--- src/rtl/vram_arb_pkg.sv ---
// ---------------------------------------------------------------------------
// vram_arb_pkg
// Shared definitions for the VRAM arbiter: owner encodings for the single
// RAM port and the CPU replay state machine encodings.
// Optional feature macro used by the arbiter: VRAM_ARB_AGE_EN.
// ---------------------------------------------------------------------------
package vram_arb_pkg;

    // Which requester drove the RAM port in a given cycle.
    typedef enum logic [1:0] {
        OWN_NONE = 2'd0,
        OWN_VID  = 2'd1,
        OWN_CPU  = 2'd2,
        OWN_DMA  = 2'd3
    } owner_e;

    // CPU replay sequencer.
    typedef enum logic {
        ST_IDLE   = 1'b0,
        ST_REPLAY = 1'b1
    } state_e;

endpackage : vram_arb_pkg

--- src/rtl/vram_arb_hold.sv ---
// ---------------------------------------------------------------------------
// vram_arb_hold
// Capture register for a CPU access that lost the RAM port. Holds the
// write enable, address and write data until the replay is issued.
// Ports:
//   clk, reset        clock, asynchronous active-high reset
//   i_load            capture i_we/i_addr/i_din (wins over i_clear)
//   i_clear           drop the held write enable after the replay
//   i_we/i_addr/i_din access to capture
//   o_we/o_addr/o_din held access
// ---------------------------------------------------------------------------
module vram_arb_hold #(
    parameter int AW = 15,
    parameter int DW = 8
) (
    input  logic          clk,
    input  logic          reset,
    input  logic          i_load,
    input  logic          i_clear,
    input  logic          i_we,
    input  logic [AW-1:0] i_addr,
    input  logic [DW-1:0] i_din,
    output logic          o_we,
    output logic [AW-1:0] o_addr,
    output logic [DW-1:0] o_din
);

    logic          r_we;
    logic [AW-1:0] r_addr;
    logic [DW-1:0] r_din;

    // NOTE: address/data are reset along with the enable; they are a handful
    // of flops, so a fully defined post-reset state costs nothing.
    always_ff @(posedge clk or posedge reset) begin
        if (reset) begin
            r_we   <= 1'b0;
            r_addr <= '0;
            r_din  <= '0;
        end else if (i_load) begin
            // NOTE: non-blocking assignments keep every flop sampling the
            // pre-edge values, independent of statement order.
            r_we   <= i_we;
            r_addr <= i_addr;
            r_din  <= i_din;
        end else if (i_clear) begin
            r_we   <= 1'b0;
        end
    end

    assign o_we   = r_we;
    assign o_addr = r_addr;
    assign o_din  = r_din;

endmodule : vram_arb_hold

--- src/rtl/vram_arbiter.sv ---
// ---------------------------------------------------------------------------
// vram_arbiter
// Single-port VRAM arbiter. One owner per cycle, priority:
//   video fetch > CPU replay > live CPU > DMA.
// A CPU access that collides with a higher-priority owner is captured and
// replayed on the next free cycle while cpu_rdy is held low.
// Optional feature (macro VRAM_ARB_AGE_EN): DMA age counter; after AGE_MAX
// consecutive losses to live CPU, DMA beats the CPU once.
// Ports:
//   clk, reset                        16 MHz clock, async active-high reset
//   vid_req/vid_addr                  video fetch strobe and address
//   cpu_sel/cpu_we/cpu_addr/cpu_din   CPU access; cpu_rdy = 0 stalls CPU
//   dma_req/dma_we/dma_addr/dma_din   DMA request; dma_gnt = issued now
//   dma_rvalid/dma_dout               DMA read data, one cycle after grant
//   cpu_dout                          CPU read data
//   mem_we/mem_addr/mem_din/mem_dout  RAM port
// ---------------------------------------------------------------------------
module vram_arbiter
    import vram_arb_pkg::*;
#(
    parameter int AW      = 15,
    parameter int DW      = 8,
    parameter int AGE_MAX = 4
) (
    input  logic          clk,
    input  logic          reset,
    input  logic          vid_req,
    input  logic [AW-1:0] vid_addr,
    input  logic          cpu_sel,
    input  logic          cpu_we,
    input  logic [AW-1:0] cpu_addr,
    input  logic [DW-1:0] cpu_din,
    output logic          cpu_rdy,
    input  logic          dma_req,
    input  logic          dma_we,
    input  logic [AW-1:0] dma_addr,
    input  logic [DW-1:0] dma_din,
    output logic          dma_gnt,
    output logic          dma_rvalid,
    output logic [DW-1:0] dma_dout,
    output logic [DW-1:0] cpu_dout,
    output logic          mem_we,
    output logic [AW-1:0] mem_addr,
    output logic [DW-1:0] mem_din,
    input  logic [DW-1:0] mem_dout
);

    state_e        r_state;
    logic          r_cpu_rdy;
    logic          r_dma_rvalid;
    owner_e        r_rd_owner;

    owner_e        w_owner;
    logic          w_replay;
    logic          w_dma_promote;
    logic          w_collision;
    logic          w_replay_issue;
    logic          w_hold_we;
    logic [AW-1:0] w_hold_addr;
    logic [DW-1:0] w_hold_din;

    assign w_replay = (r_state == ST_REPLAY);

`ifdef VRAM_ARB_AGE_EN
    localparam int AGE_W = $clog2(AGE_MAX + 1);

    logic [AGE_W-1:0] r_age;
    logic             w_age_deny;

    assign w_dma_promote = dma_req && (r_age == AGE_W'(AGE_MAX));

    // DMA lost this cycle purely because a live CPU access was present.
    assign w_age_deny = dma_req && cpu_sel && !vid_req && !w_replay && !w_dma_promote;

    always_ff @(posedge clk or posedge reset) begin
        if (reset) begin
            r_age <= '0;
        end else if (!dma_req || dma_gnt) begin
            r_age <= '0;
        end else if (w_age_deny) begin
            r_age <= r_age + 1'b1;
        end
    end
`else
    assign w_dma_promote = 1'b0;
`endif

    // Owner selection. Reset forces no owner so the RAM sees no write while
    // reset is asserted, whatever the requesters are doing.
    always_comb begin
        // NOTE: default first so every path assigns w_owner and no latch forms.
        w_owner = OWN_NONE;
        if (reset)              w_owner = OWN_NONE;
        else if (vid_req)       w_owner = OWN_VID;
        else if (w_replay)      w_owner = OWN_CPU;
        else if (w_dma_promote) w_owner = OWN_DMA;
        else if (cpu_sel)       w_owner = OWN_CPU;
        else if (dma_req)       w_owner = OWN_DMA;
    end

    // A live CPU access loses to video or to a promoted DMA; cpu_sel is
    // ignored while a replay is pending because the CPU is already stalled.
    assign w_collision    = !reset && cpu_sel && !w_replay && (vid_req || w_dma_promote);
    assign w_replay_issue = !reset && w_replay && !vid_req;

    vram_arb_hold #(
        .AW (AW),
        .DW (DW)
    ) u_hold (
        .clk     (clk),
        .reset   (reset),
        .i_load  (w_collision),
        .i_clear (w_replay_issue),
        .i_we    (cpu_we),
        .i_addr  (cpu_addr),
        .i_din   (cpu_din),
        .o_we    (w_hold_we),
        .o_addr  (w_hold_addr),
        .o_din   (w_hold_din)
    );

    // RAM port mux. Idle cycles park on the CPU address with writes off.
    always_comb begin
        mem_we   = 1'b0;
        mem_addr = cpu_addr;
        mem_din  = cpu_din;
        unique case (w_owner)
            OWN_VID: begin
                mem_addr = vid_addr;
            end
            OWN_CPU: begin
                if (w_replay) begin
                    mem_we   = w_hold_we;
                    mem_addr = w_hold_addr;
                    mem_din  = w_hold_din;
                end else begin
                    mem_we   = cpu_we;
                end
            end
            OWN_DMA: begin
                mem_we   = dma_we;
                mem_addr = dma_addr;
                mem_din  = dma_din;
            end
            default: ;
        endcase
    end

    assign dma_gnt = (w_owner == OWN_DMA);

    // Replay sequencer and registered status outputs.
    always_ff @(posedge clk or posedge reset) begin
        if (reset) begin
            r_state      <= ST_IDLE;
            r_cpu_rdy    <= 1'b1;
            r_dma_rvalid <= 1'b0;
            r_rd_owner   <= OWN_NONE;
        end else begin
            unique case (r_state)
                ST_IDLE: begin
                    if (w_collision) begin
                        r_state   <= ST_REPLAY;
                        r_cpu_rdy <= 1'b0;
                    end else begin
                        r_cpu_rdy <= 1'b1;
                    end
                end
                ST_REPLAY: begin
                    if (vid_req) begin
                        r_cpu_rdy <= 1'b0;
                    end else begin
                        r_state   <= ST_IDLE;
                        r_cpu_rdy <= 1'b1;
                    end
                end
                default: begin
                    r_state   <= ST_IDLE;
                    r_cpu_rdy <= 1'b1;
                end
            endcase
            r_dma_rvalid <= dma_gnt && !dma_we;
            r_rd_owner   <= w_owner;
        end
    end

    assign cpu_rdy = r_cpu_rdy;
    // Read data belongs to DMA only when the previous cycle's owner was DMA.
    assign dma_rvalid = r_dma_rvalid && (r_rd_owner == OWN_DMA);
    assign dma_dout   = mem_dout;
    assign cpu_dout   = mem_dout;

endmodule : vram_arbiter

--- config.mk ---
export PLATFORM = sky130hd
export DESIGN_NAME = vram_arbiter
export DESIGN_NICKNAME = d
export VERILOG_FILES = /design/src/rtl/vram_arb_pkg.sv /design/src/rtl/vram_arb_hold.sv /design/src/rtl/vram_arbiter.sv
export SDC_FILE = /design/constraint.sdc
export NUM_CORES = 1
export LEC_CHECK = 0
export BUFFER_PORTS_ARGS = -buffer_cell sky130_fd_sc_hd__buf_2
export CORE_MARGIN = 3
export CORE_UTILIZATION = 25
export CTS_BUF_LIST = sky130_fd_sc_hd__clkbuf_8
export CTS_CLUSTER_SIZE = 10
export DETAILED_ROUTE_END_ITERATION = 12
export RECOVER_POWER = 50
export SLEW_MARGIN = 10
export SYNTH_ARGS = -nofsm -noshare
export SYNTH_HDL_FRONTEND = slang
export SYNTH_SLANG_ARGS = --single-unit
--- constraint.sdc ---
create_clock -name clk -period 1.86 [get_ports clk]
set_clock_uncertainty 0.2 [all_clocks]
set_input_delay 0.279 -clock clk [delete_from_list [all_inputs] [get_ports clk]]
set_output_delay 0.279 -clock clk [all_outputs]
set_load 0.1 [all_outputs]
## Yosys cells after proc, flatten, opt, wreduce, memory -nomap -nowiden

Index checks and enable logic that the tools add are counted.

- Flip-flop bits (word level): 29
- Output and inout port bits: 43
- Input port bits: 76
- Logic and storage cells: 43

- Eq/ne operators: 4
- Bitwise gates (word level): 1
- Muxes and demuxes: 19
- Reductions and logical operators: 12

Operators by type and width:

| kind | count |
|---|---|
| 15-bit one-hot mux with 3 select lines | 1 |
| 8-bit one-hot mux with 2 select lines | 1 |
| 15-bit 2-to-1 mux | 1 |
| 2-bit 2-to-1 mux | 5 |
| 8-bit 2-to-1 mux | 1 |
| 1-bit logical AND | 7 |
| 1-bit 2-to-1 mux | 7 |
| 2-bit equality test (second input constant) | 3 |
| 1-bit one-hot mux with 2 select lines | 3 |
| 1-bit zero test | 4 |
| 2-bit by 1-bit equality test with 1-bit output (second input constant) | 1 |
| 2-bit nonzero test | 1 |
| 1-bit inverter | 1 |

## Longest topological paths before layout

Gate-level depths: netlist of the first run.

- Word-level depth: 7
- Depth in mapped cells: 6
- Gate-level depth less buffers: 3

## Hierarchy

Synthesis of the first run repeated with hierarchy kept, for this count alone.

- Cell total of the unflattened synthesis: 225
- Area, all modules: 2274.7 um^2

By module, submodules not included:

| module | cells an instance | seq. area each (um^2) | instances | area each (um^2) |
|---|---|---|---|---|
| vram_arbiter | 172 | 126.4 | 1 | 1280.0 |
| vram_arb_hold | 53 | 600.6 | 1 | 994.7 |

## Worst setup path before layout of the first run

No wires, ideal clock.

- Kind: flip-flop to output port
- From: register r_state
- To: output mem_addr[4]
- Arrival: 3.225 ns
- Slack: -1.844 ns
- Required time: 1.381 ns
- Stages on the path, launching flop included: 6
- Buffers on the path: 2
- Cell sequence: dfrtp_1 buf_2 inv_1 buf_2 o221ai_1 a221oi_1

- Longest elaborated chain between the ends: 5
- Elaborated cells on any way between the ends: 8
- Classes of those cells: eq/ne (3); mux (5)

Ends and longest elaborated chain:

| what | RTL line | source |
|---|---|---|
| from (decl) | vram_arbiter.sv:48 | `state_e r_state;` |
| from (signal assigned) | vram_arbiter.sv:154 | `r_state <= ST_IDLE;` |
| from (signal assigned) | vram_arbiter.sv:162 | `r_state <= ST_REPLAY;` |
| from (signal assigned) | vram_arbiter.sv:172 | `r_state <= ST_IDLE;` |
| 2-bit 2-to-1 mux | vram_arbiter.sv:95 | `else if (w_replay) w_owner = OWN_CPU;` |
| 2-bit 2-to-1 mux | vram_arbiter.sv:94 | `else if (vid_req) w_owner = OWN_VID;` |
| 2-bit 2-to-1 mux | vram_arbiter.sv:93 | `if (reset) w_owner = OWN_NONE;` |
| 2-bit equality test or 2-bit by 1-bit equality test with 1-bit output (tied branches) | vram_arbiter.sv:127 | `unique case (w_owner)` |
| 15-bit one-hot mux with 3 select lines * | vram_arbiter.sv:127 |  |
| to (decl) | vram_arbiter.sv:43 | `output logic [AW-1:0] mem_addr,` |

Every way passes the cells marked *; elsewhere a longest branch is shown, timed or not.

## Worst setup path after layout of the first run

- From: register r_state
- To: output mem_addr[9]

The elaborated chain is that of the path after synthesis.

==> impl_metrics.py, run 1 <==
metrics = {
    "final_layout": {
        "nets": 435,
        "final_cell_mix": "68 x buf_2, 32 x buf_12, 28 x buf_4, 27 x dfrtp_1, 23 x mux2_4",
        "multi_input_area_um2": 1837,
        "final_common_cell": "buf_2",
        "num_antenna_cells": 0,
        "fill_cells": 799,
        "area_growth_pct": 86.52,
        "drive_gt1_share_pct": 68.61,
        "stdcell_area_um2": 4294,
        "area.sequential_um2": 728.2,
    },
    "critical_path": {
        "crit_type": "reg -> out",
        "cp_max_fo": 5,
        "r2r_slack_ns": -0.08,
        "crit_path_start_kind": "register",
        "r2r.worst_path.cells": 7,
        "required_ns": 1.38,
        "arrival_ns": 1.82,
        "cp-end-kind": "primary output",
        "timing.rr.end": "u_hold.o_addr[13]",
        "timing.rr.start": "r_state",
    },
    "clock_network": {
        "root_buffer": "clkbuf_8",
        "clkTransAtPathRegs_ns": 0.07,
        "cts_made_buffers": 5,
        "cts.sinks": 29,
        "htreeDepth": 2,
        "cts_tree": "done",
        "insertion_delay_ns": 0.28,
        "cts_buffer_depth": 2,
    },
    "floorplan": {
        "row_count": 34,
        "core_area_um2": 8848,
        "dieArea_um2": 10400,
        "initial_core_util_pct": 26.02,
        "die_w_um": 102.0,
        "ios": 119,
        "die_h_um": 102.0,
    },
    "run": {
        "maxCapViolations": 0,
    },
    "placement": {
        "dp_hpwl_um": 5590,
        "place_ws_ns": -0.2256,
        "gp_congestion": 0.8395,
        "placed_area_um2": 3765,
        "io_buffers": 94,
    },
    "timing": {
        "period_needed_ns": 2.302,
        "rsz0062_at_grt": "true",
        "fin_crit_sh_pct": 123.8,
        "slew_violations": 0,
        "finalSetupViolations": 48,
        "fmax_ghz": 0.4344,
        "fin_ws_ns": -0.4422,
        "relSlewSlack_pct": 48.26,
        "hold_violations": 0,
        "tightestPinTransition_ns": 0.7761,
    },
    "global_routing": {
        "grt_pass1_vias": 2366,
        "grtUsageTotal_pct": 14.97,
        "antenna_found_initial": 0,
        "overflow": 0,
        "grt_first_pass_wirelength_um": 12300,
        "grt_max_degree": 30,
    },
    "drt": {
        "drt-vias-per-instance": 4.895,
        "drc": 0,
        "first_iter_violations": 68,
        "wirelength_um": 7814,
        "drtPass1Iterations": 4,
        "wl_per_cell_um": 16.70,
        "ant_nets": 0,
        "vias": 2291,
    },
    "power": {
        "p_per_area_nw_per_um2": 719.4,
        "ir_worst_vdd_mv": 0.3416,
        "leakage_uw": 0.001881,
    },
    "yosys": {
        "synth-seq-cells": 29,
        "synthCells": 241,
        "synth_area_leader_cell": "dfrtp_1",
        "avgSynthCellArea_um2": 9.553,
        "yosys.area.top_type_share_pct": 30.43,
        "netlist_area_um2": 2302,
        "syn_nets": 317,
        "yosysWarnings": 0,
        "synthArstFlopShare_pct": 100.0,
        "seq_area_frac_synth_pct": 31.58,
        "yosys-top-cells-area": "dfrtp_1 30%, mux2_4 13%, buf_4 6.8%",
        "ys.flop_type": "dfrtp_1",
        "ys_types": 41,
        "synth_enable_flop_cells": 0,
    },
    "worst_hold_path": {
        "min_path_type": "in -> reg",
        "hp-start": "cpu_addr[5]",
        "min_path_cells": 2,
        "worstHoldEndpoint": "u_hold.o_addr[5]",
    },
    "status": {
        "violations": "negative setup slack",
        "status": "finished, violations left",
    },
}
==> per-layer routing <==
layer	global-route usage (%)	wire length [µm]	up-vias
met3	3.072	369	4
met5	0	0	-
li1	-	-	1117
met1	20.76	3623	1103
met4	2.725	25	0
met2	24.39	3795	67
==> critical path, cell delays in order (launching register included) <==
cell and delay [ns]:
dfrtp_2 0.42, buf_6 0.13, nor3b_4 0.27, buf_4 0.18
nor3b_2 0.05, o32a_4 0.32, buf_12 0.17
==> kinds of logic after synthesis <==
group,synth area share [%]
AO/OA/AOI/OAI,25.00
buffers and inverters,13.86
flip-flops,31.58
multiplexers,14.95
AND/OR/NAND/NOR,14.62
==> registers in the layout (all words and copies together), names as in the netlist <==
signal / cells
u_hold.o_addr: 15
u_hold.o_din: 8
r_rd_owner: 2
cpu_rdy: 1
r_dma_rvalid: 1
r_state: 1
u_hold.o_we: 1
==> Yosys cell counts (2+ instances only) <==
library cell  instances
a21oi_1              18
a221o_1               3
a221oi_1              7
a22oi_1              14
a2bb2oi_1             2
buf_2                 9
buf_4                21
buf_6                 5
dfrtp_1              28
inv_1                14
mux2_2                3
mux2_4               20
nand2_1              19
nand2b_1              8
nand3b_1              2
nor2_1               12
nor3b_1               7
nor3b_2               2
o21ai_0               3
o21ai_1              10
o221ai_1              7
o22ai_1               2
o31a_1                3
o32a_1                5
==> where the power goes <==
| part | internal, µW | switching, µW |
|---|---|---|
| clock | 334 | 256 |
| combinational | 769 | 887 |
| sequential | 762 | 80.6 |
| total | 1870 | 1220 |
==> repair_timing <==
action	CTS	global route
buffers inserted	9	2
resized for setup	53	16
hold buffers	1	0
pin swaps	17	16
cloned	0	2
endpoints found under the hold margin	1	0
setup endpoints to repair	25	48
==> cell type report <==
type                    count  share of cell area [%]
well taps                 108                   3.147
clock buffers               7                   2.244
inverters                  15                   1.457
flip-flops and latches     29                   16.96
repair buffers            147                   33.30
multi-input cells         161                   42.77
clock inverters             1                  0.1166
==> how the worst max path moves through the flow <==
stage	from	end	slack [ns]	cells past startpoint
CTS	r_state	mem_we	-0.46	5
detailed placement	r_state	mem_addr[4]	-0.23	4
global route	r_state	mem_addr[9]	-0.52	6
finish	r_state	mem_addr[9]	-0.44	6
floorplan	vid_req	mem_addr[5]	-0.72	5
global placement	r_state	mem_addr[4]	-0.21	4
==> metrics by stage <==
step	hold slack, ns	power (µW)	cells	util (%)	TNS (ns)
finish	0.05118	3089	468	48.53	-10.24
global route	0.05828	3219	468	48.53	-12.67
CTS	0.04828	3058	464	47.13	-8.920
detailed placement	0.2699	2341	448	42.55	-4.401
global placement	0.2776	2321	448	42.55	-3.916
floorplan	0.1518	2039	241	-	-7.491
Note: power is estimated with default switching activity, not from simulation.
==> run 2: changes to the inputs <==
--- a/config.mk
+++ b/config.mk
@@ -6,6 +6,7 @@
 export NUM_CORES = 1
 export LEC_CHECK = 0
 export BUFFER_PORTS_ARGS = -buffer_cell sky130_fd_sc_hd__buf_2
+export CORE_ASPECT_RATIO = 0.75
 export CORE_MARGIN = 3
 export CORE_UTILIZATION = 25
 export CTS_BUF_LIST = sky130_fd_sc_hd__clkbuf_8
==> run 2 against run 1 <==
  * The flow still finishes with violations (negative setup slack)
  * Non-clock buffer count fell by 7
  * Sequential power barely moved
  * Largest cell class unchanged
  * Die area rose by 0.12%
  * Fmax grew 0.17%
  * Cell count is 1.7% lower
  * Critical endpoint is now mem_we
  * Combinational power decreased by 5%
  * Flip-flop and latch count did not move
  * Clock power down 14%
==> impl_metrics.py, run 2 (synthesis gave the netlist of run 1 again) <==
metrics = {
    "floorplan": {
        "initial_core_util_pct": 26.44,
        "ios": 119,
        "core_area_um2": 8708,
        "die_w_um": 116.8,
        "dieArea_um2": 10410,
        "die_h_um": 89.11,
        "row_count": 29,
    },
    "timing": {
        "tightestPinTransition_ns": 0.7597,
        "hold_violations": 0,
        "finalSetupViolations": 37,
        "final.setup.tns_ns": -8.106,
        "relSlewSlack_pct": 49.35,
        "holdWs_ns": 0.06838,
        "fmax_ghz": 0.4351,
        "slew_violations": 0,
        "period_needed_ns": 2.298,
        "fin_crit_sh_pct": 123.6,
        "fin_ws_ns": -0.4383,
        "rsz0062_at_grt": "true",
    },
    "clock_network": {
        "cts_made_buffers": 5,
        "root_buffer": "clkbuf_8",
        "cts.sinks": 29,
        "clkTransAtPathRegs_ns": 0.06,
        "cts_tree": "done",
        "cts_buffer_depth": 2,
        "htreeDepth": 2,
        "insertion_delay_ns": 0.27,
    },
    "critical_path": {
        "slowest_stage": "a2111oi_4",
        "cp_max_fo": 5,
        "timing.rr.start": "r_state",
        "timing.rr.end": "u_hold.o_din[6]",
        "r2r_slack_ns": -0.02,
        "r2r.worst_path.cells": 6,
        "critPathMaxStageDelay_ns": 0.47,
        "crit_type": "reg -> out",
        "crit_path_start_kind": "register",
        "required_ns": 1.38,
        "crit_path_frequent_cell": "buf_6",
        "critPathLaunch": "r_state",
        "path_cells": "buf_6, buf_6, mux2i_2, a2111oi_4, buf_12",
        "crit_end": "mem_we",
        "cp-end-kind": "primary output",
        "arrival_ns": 1.82,
    },
    "global_routing": {
        "grt_pass1_vias": 2459,
        "antenna_found_initial": 0,
        "grtUsageTotal_pct": 15.41,
        "grt_first_pass_wirelength_um": 12470,
        "overflow": 0,
        "grt_max_degree": 30,
    },
    "placement": {
        "gp_congestion": 0.8229,
        "io_buffers": 94,
        "dp_hpwl_um": 5947,
        "place_ws_ns": -0.2480,
        "placed_area_um2": 3785,
    },
    "power": {
        "leakage_uw": 0.001785,
        "p_per_area_nw_per_um2": 723.0,
        "ir_worst_vdd_mv": 0.3346,
    },
    "final_layout": {
        "final_cell_mix": "68 x buf_2, 31 x buf_12, 29 x buf_4, 27 x dfrtp_1, 20 x mux2_4",
        "nets": 428,
        "largest_reg_flops": 15,
        "drive_gt1_share_pct": 63.64,
        "area_growth_pct": 75.16,
        "stdcell_area_um2": 4033,
        "final_common_cell": "buf_2",
        "num_antenna_cells": 0,
    },
    "drt": {
        "drtPass1Iterations": 4,
        "drt-vias-per-instance": 4.902,
        "wl_per_cell_um": 16.88,
        "wirelength_um": 7763,
        "drc": 0,
        "ant_nets": 0,
        "vias": 2255,
        "first_iter_violations": 129,
    },
    "worst_hold_path": {
        "min_path_cells": 2,
        "min_path_type": "in -> reg",
    },
    "run": {
        "maxCapViolations": 0,
    },
    "status": {
        "status": "finished, violations left",
        "violations": "negative setup slack",
    },
}
[run 2: worst min path at each step]
stage / endpoint / start / slack [ns]
CTS: u_hold.o_addr[13] / cpu_addr[13] / 0.06
global placement: r_dma_rvalid / dma_we / 0.26
detailed placement: r_dma_rvalid / dma_we / 0.26
finish: u_hold.o_addr[6] / cpu_addr[6] / 0.07
floorplan: r_dma_rvalid / dma_we / 0.15
global route: u_hold.o_addr[13] / cpu_addr[13] / 0.07
[run 2: critical path: cells and delay by family, from the launching register on]
family,cells,cell delay (ns)
muxes,1,0.16
DFF,1,0.43
buffers and inverters,3,0.49
AOI/OAI and AO/OA,1,0.47
[run 2: timing repair]
action,CTS,global route
hold buffers,1,0
hold endpoints to repair,1,0
pin swaps,10,2
resized for setup,35,1
setup buffers,3,0
setup endpoints to repair,25,45
[run 2: final cells by class]
| cell class | count | area [µm²] |
|---|---|---|
| clock inverters | 1 | 3.754 |
| clock buffers | 6 | 82.58 |
| flip-flops and latches | 29 | 728.2 |
| fillers | 809 | 4676 |
| repair buffers | 140 | 1295 |
| well taps | 108 | 135.1 |
| multi-input cells | 161 | 1725 |
| inverters | 15 | 62.56 |
[run 2: power by group]
part           switching [µW]  internal (µW)  total [µW]
clock network             221            287         508
registers                78.8            763         842
logic                     858            707        1570
[run 2: metrics by stage]
step | total power, µW | utilization, % | instances
final | 2915 | 46.31 | 460
after global routing | 3063 | 46.31 | 460
after CTS | 2949 | 46.38 | 460
after detailed placement | 2350 | 43.46 | 449
after global placement | 2326 | 43.46 | 449
after floorplan | 2039 | - | 241
[run 2: metal layers]
layer / global-route usage (%) / vias to the layer above / part of all wire, %
li1: - / 1096 / -
met1: 19.93 / 1089 / 45
met2: 25.92 / 65 / 47
met3: 3.924 / 5 / 7.1
met4: 3.854 / 0 / 0.98
met5: 0 / - / 0
